<file path="config.mk">
export PLATFORM = sky130hd
export DESIGN_NAME = xml_lang_id_dispatcher
export DESIGN_NICKNAME = d
export VERILOG_FILES = /design/src/rtl/xml_lang_id_dispatcher.sv
export SDC_FILE = /design/constraint.sdc
export NUM_CORES = 1
export LEC_CHECK = 0
export ABC_AREA = 1
export BUFFER_PORTS_ARGS = -buffer_cell sky130_fd_sc_hd__buf_2
export CORE_ASPECT_RATIO = 0.7
export CORE_UTILIZATION = 41
export CTS_BUF_LIST = sky130_fd_sc_hd__clkbuf_2 sky130_fd_sc_hd__clkbuf_4 sky130_fd_sc_hd__clkbuf_8
export CTS_CLUSTER_DIAMETER = 30
export DETAILED_ROUTE_END_ITERATION = 12
export PLACE_DENSITY = 0.81
export SLEW_MARGIN = 20
export SYNTH_ARGS = -nofsm -noshare
export SYNTH_HDL_FRONTEND = slang
export SYNTH_SLANG_ARGS = --single-unit
</file>
<file path="constraint.sdc">
create_clock -name clock -period 2.05 [get_ports clock]
set_input_delay 0.1025 -clock clock [delete_from_list [all_inputs] [get_ports clock]]
set_output_delay 0.1025 -clock clock [all_outputs]
set_load 0.05 [all_outputs]
</file>
<file path="src/rtl/xml_lang_id_dispatcher.sv">
// xml_lang_id_dispatcher
// ----------------------
// Request dispatcher for the xmlCheckLanguageID HLS component. It takes
// language-string pointers from an upstream requester, runs the component's
// start/busy/done/stall call protocol one call at a time, and returns each
// 32-bit result with the requester's tag. It also counts completed responses.
//
// Optional feature (compile-time macro XML_LANG_DISP_WATCHDOG_EN):
//   When defined, a watchdog bounds each call. A call that runs too long is
//   answered with rsp_data=0 / rsp_timeout=1. The DRAIN state then discards the
//   component's late done. When undefined, WAIT waits indefinitely and
//   rsp_timeout is tied to 0.
//
// Handshake rule for both channels: a transfer happens on a rising clock edge
// where valid and ready are both high. A response stays stable (rsp_*) while
// rsp_valid is high.
//
// Ports:
//   clock, resetn             clock, asynchronous active-low reset
//   req_valid/req_ready       request channel; req_ptr, req_tag payload
//   rsp_valid/rsp_ready       response channel; rsp_data, rsp_tag, rsp_timeout
//   comp_start/comp_busy      component call issue
//   comp_lang                 pointer argument driven to the component
//   comp_done/comp_stall      component return (stall holds done until WAIT/DRAIN)
//   comp_returndata           component result
//   stat_calls                completed responses, wraps at 2^16
//   idle                      FSM is in IDLE (state observation point)

module xml_lang_id_dispatcher #(
  parameter int PTR_W          = 64,
  parameter int RES_W          = 32,
  parameter int TAG_W          = 8,
  parameter int TIMEOUT_CYCLES = 4096
) (
  input  logic             clock,
  input  logic             resetn,
  input  logic             req_valid,
  output logic             req_ready,
  input  logic [PTR_W-1:0] req_ptr,
  input  logic [TAG_W-1:0] req_tag,
  output logic             rsp_valid,
  input  logic             rsp_ready,
  output logic [RES_W-1:0] rsp_data,
  output logic [TAG_W-1:0] rsp_tag,
  output logic             rsp_timeout,
  output logic             comp_start,
  input  logic             comp_busy,
  output logic [PTR_W-1:0] comp_lang,
  input  logic             comp_done,
  output logic             comp_stall,
  input  logic [RES_W-1:0] comp_returndata,
  output logic [15:0]      stat_calls,
  output logic             idle
);

  if (TIMEOUT_CYCLES < 2) begin : g_bad_timeout
    $error("TIMEOUT_CYCLES must be >= 2");
  end

  typedef enum logic [2:0] {
    S_IDLE  = 3'd0,
    S_ISSUE = 3'd1,
    S_WAIT  = 3'd2,
    S_HOLD  = 3'd3,
    S_DRAIN = 3'd4
  } state_t;

  state_t state, state_nxt;

  logic [TAG_W-1:0] lat_tag;
  logic             req_fire;
  logic             rsp_fire;
  logic             wd_expire;

  assign req_fire = req_valid && req_ready;
  assign rsp_fire = rsp_valid && rsp_ready;

`ifdef XML_LANG_DISP_WATCHDOG_EN
  localparam int WD_W = (TIMEOUT_CYCLES > 2) ? $clog2(TIMEOUT_CYCLES) : 1;

  logic [WD_W-1:0] wd_cnt;
  logic            rsp_timeout_q;

  // Counter is cleared while issuing, so it starts at 0 on entry to WAIT.
  always_ff @(posedge clock or negedge resetn) begin
    if (!resetn) begin
      wd_cnt <= '0;
    end else if (state == S_ISSUE) begin
      wd_cnt <= '0;
    end else if (state == S_WAIT && !comp_done) begin
      wd_cnt <= wd_cnt + 1'b1;
    end
  end

  // A done in the expiry cycle takes priority; callers check comp_done first.
  assign wd_expire   = (state == S_WAIT) && (wd_cnt == WD_W'(TIMEOUT_CYCLES - 1));
  assign rsp_timeout = rsp_timeout_q;
`else
  assign wd_expire   = 1'b0;
  assign rsp_timeout = 1'b0;
`endif

  // State register
  always_ff @(posedge clock or negedge resetn) begin
    if (!resetn) state <= S_IDLE;
    else         state <= state_nxt;
  end

  // Next-state logic
  always_comb begin
    state_nxt = state;
    case (state)
      S_IDLE:  if (req_valid) state_nxt = S_ISSUE;
      S_ISSUE: if (!comp_busy) state_nxt = S_WAIT;
      S_WAIT:  if (comp_done || wd_expire) state_nxt = S_HOLD;
      S_HOLD: begin
        if (rsp_ready) begin
          if (rsp_timeout)    state_nxt = S_DRAIN;
          else if (req_valid) state_nxt = S_ISSUE;  // pass-through request
          else                state_nxt = S_IDLE;
        end
      end
      S_DRAIN: if (comp_done) state_nxt = S_IDLE;
      default: state_nxt = S_IDLE;
    endcase
  end

  // Output logic
  always_comb begin
    req_ready  = 1'b0;
    comp_start = 1'b0;
    comp_stall = 1'b1;
    rsp_valid  = 1'b0;
    idle       = 1'b0;
    case (state)
      S_IDLE: begin
        req_ready = 1'b1;
        idle      = 1'b1;
      end
      S_ISSUE: comp_start = 1'b1;
      S_WAIT:  comp_stall = 1'b0;
      S_HOLD: begin
        rsp_valid = 1'b1;
        // Accept the next request alongside the response unless a drain follows.
        req_ready = rsp_ready && !rsp_timeout;
      end
      S_DRAIN: comp_stall = 1'b0;
      default: ;
    endcase
  end

  // Datapath registers
  always_ff @(posedge clock or negedge resetn) begin
    if (!resetn) begin
      comp_lang  <= '0;
      lat_tag    <= '0;
      rsp_data   <= '0;
      rsp_tag    <= '0;
      stat_calls <= '0;
    end else begin
      if (req_fire) begin
        comp_lang <= req_ptr;
        lat_tag   <= req_tag;
      end
      if (state == S_WAIT && (comp_done || wd_expire)) begin
        rsp_data <= comp_done ? comp_returndata : '0;
        rsp_tag  <= lat_tag;
      end
      if (rsp_fire) stat_calls <= stat_calls + 16'd1;
    end
  end

`ifdef XML_LANG_DISP_WATCHDOG_EN
  always_ff @(posedge clock or negedge resetn) begin
    if (!resetn) begin
      rsp_timeout_q <= 1'b0;
    end else if (state == S_WAIT && (comp_done || wd_expire)) begin
      rsp_timeout_q <= !comp_done;
    end
  end
`endif

endmodule
</file>
==> flow_summary.ini <==
[run_status]
status = finished with violations
failed_checks = DRC

[detailed_routing]
wl_per_cell_um = 14.7
drtAntennaViolNets = 0
drc_errors = 34
vias_per_cell = 4.78
dr.pass1.iters = 9
wl_met2_um = 7510
routed_wl_um = 15400
top_layer_used = met4
vias = 4993
wl_met1_um = 6590
drt-initial-drc-count = 213
wl_met3_um = 894

[logic_synthesis]
synth_cells = 527
syn_nets = 645
syn_area_sq_mm = 0.00533
ys_ff_latch = 130
avgSynthCellArea_sq_um = 10.1
synth_top_area_cell = dfrtp_1
yosys_warnings = 0
synth_cell_types = 20
synth_area_leaders = dfrtp_1 61%, nand2_1 13%, mux2_2 8.2%
ys_seq_area_frac = 0.611
synth_top_area_frac = 0.611

[finish]
area_growth_pct = 54.2
nets = 988
antennaDiodeCount = 0
fillers = 930
final_common_cell = buf_2
drive_above_1_share = 0.367
layout_common_cells = 232 x buf_2, 178 x nand2_1, 129 x dfrtp_1
design_area_sq_mm = 0.00821
fin_util = 0.654

[power]
irDropWorstVdd_v = 0.00107
leakage_nw = 4.44
power_density_mw_per_mm2 = 1760

[global_route]
grt_overflow = 0
grt_usage = 0.238
grt_first_pass_wirelength_um = 25300
grt_pass1_vias = 5113
antenna_found_initial = 0
grt_max_degree = 65

[sta]
rsz0062_at_grt = false
timing.final.crit_share = 0.938
fin_skew_ns = 0.0148
slew_viol_final = 0
setup_viol = 0
clock.fmax_mhz = 520
fin_crit_ns = 1.92
hold_viol = 0
tns_ns = 0

[worst_setup_path]
crit_arrival_ns = 1.82
path_class = register to output port
critical_path.startpoint = state[1]$_DFFE_PN0P_
end_kind = output port
regToRegSetupSlack_ns = 0.26
ff2ff_path_depth = 8
cp.required_ns = 1.95
r2r-start = state[1]$_DFFE_PN0P_
r2r-end = comp_lang[19]$_DFFE_PN0P_
cp_max_fo = 20
crit_path_end = req_ready
start_kind = register

[floorplanning]
io_pins = 236
initial_core_util = 0.424
die-area_sq_mm = 0.0135
num_rows = 34
core_sq_mm = 0.0125
die-width_um = 138
die_h_um = 97.4

[clocking]
cts-htree-levels = 4
clock-root-buffer = clkbuf_8
clk_pin_slew_worst_paths_ns = 0.07
cts_buffer_depth = 2
cts_buffers = 17
cts_tree = done
clk_latency_ns = 0.42
clock_sinks = 130

[job]
max-cap-violations = 0

[worst_hold_path]
min-delay-path-class = primary input to register

[placement]
numPortBuffers = 234
routabilityCongestion = 0.758
dp_hpwl_um = 8930
dpl-instance-area_sq_mm = 0.00674
-- kinds of logic after synthesis --
kind of cell | synth area share
adders and majority gates | 0.0188
AOI/OAI and AO/OA | 0.00681
other | 0.000704
buffers and inverters | 0.0395
and+or+nand+nor | 0.226
muxes | 0.0825
DFF | 0.611
xor gates and xnor gates | 0.0148
-- report_power, final --
part           internal, W  switching [W]  leakage [nW]
Combinational      0.00206        0.00586          2.63
Clock              0.00117        0.00107         0.196
Sequential         0.00369       0.000611          1.61
Total              0.00692        0.00753          4.44
-- cells in the mapped netlist (all sizes together) --
| cell | number |
|---|---|
| a21oi | 2 |
| buf | 19 |
| clkbuf | 8 |
| conb | 1 |
| dfrtp | 130 |
| ha | 8 |
| inv | 22 |
| mux2 | 39 |
| nand2 | 181 |
| nand3 | 80 |
| nand3b | 3 |
| nand4 | 5 |
| nor2 | 15 |
| nor3 | 2 |
| o21ai | 3 |
| xnor2 | 4 |
| xor2 | 5 |
-- flip-flops by register name, indices dropped and copies added (netlist names) --
signal      flops
comp_lang      64
lat_tag         8
rsp_data       32
rsp_tag         8
stat_calls     16
state           2
-- stage by stage --
stage / instances / setup slack (ns) / hold slack, ns / power [W]
after floorplan: 527 / 0.172 / -0.193 / 0.0100
after CTS: 1045 / 0.0690 / 0.0556 / 0.0144
after global routing: 1045 / 0.0124 / 0.0929 / 0.0152
final: 1045 / 0.126 / 0.0801 / 0.0145
after detailed placement: 907 / 0.293 / 0.0771 / 0.0120
after global placement: 907 / 0.366 / 0.0735 / 0.0118
-- worst min path at each step --
stage | startpoint | end | cells past startpoint
4_1_cts | rsp_ready | stat_calls[0]$_DFFE_PN0P_ | 3
5_1_grt | rsp_ready | stat_calls[1]$_DFFE_PN0P_ | 4
2_1_floorplan | resetn | comp_lang[0]$_DFFE_PN0P_ | 0
6_report | rsp_ready | stat_calls[0]$_DFFE_PN0P_ | 3
3_5_place_dp | resetn | comp_lang[4]$_DFFE_PN0P_ | 1
3_3_place_gp | resetn | comp_lang[4]$_DFFE_PN0P_ | 1
-- layout make-up --
class	instances	area, sq um	share of cell area
clock buffers	19	262	0.0318
clock inverters	13	151	0.0184
inverters	22	82.6	0.0101
multi-input cells	348	1870	0.227
flip-flops and latches	130	3250	0.396
well taps	162	203	0.0247
repair buffers	351	2390	0.291
-- critical path, stage by stage (launching register included) --
cell and delay, ns:
dfrtp_1 0.41, inv_1 0.11, ha_1 0.33, a21oi_4 0.17, buf_12 0.17, buf_4 0.21
-- metal layers --
| metal | vias up | GRT usage |
|---|---|---|
| met3 | 31 | 0.0557 |
| li1 | 2388 | - |
| met5 | - | 0 |
| met1 | 2359 | 0.293 |
| met4 | 0 | 0.108 |
| met2 | 215 | 0.399 |
-- timing repair --
action                                  in CTS  in global routing
endpoints found under the setup margin       1                  1
setup buffers                                1                  0
resized for setup                            1                  2
hold buffers                               105                  0
hold endpoints to repair                   140                  0
pin swaps                                    1                  0
Power figures use the tool's default switching activity.
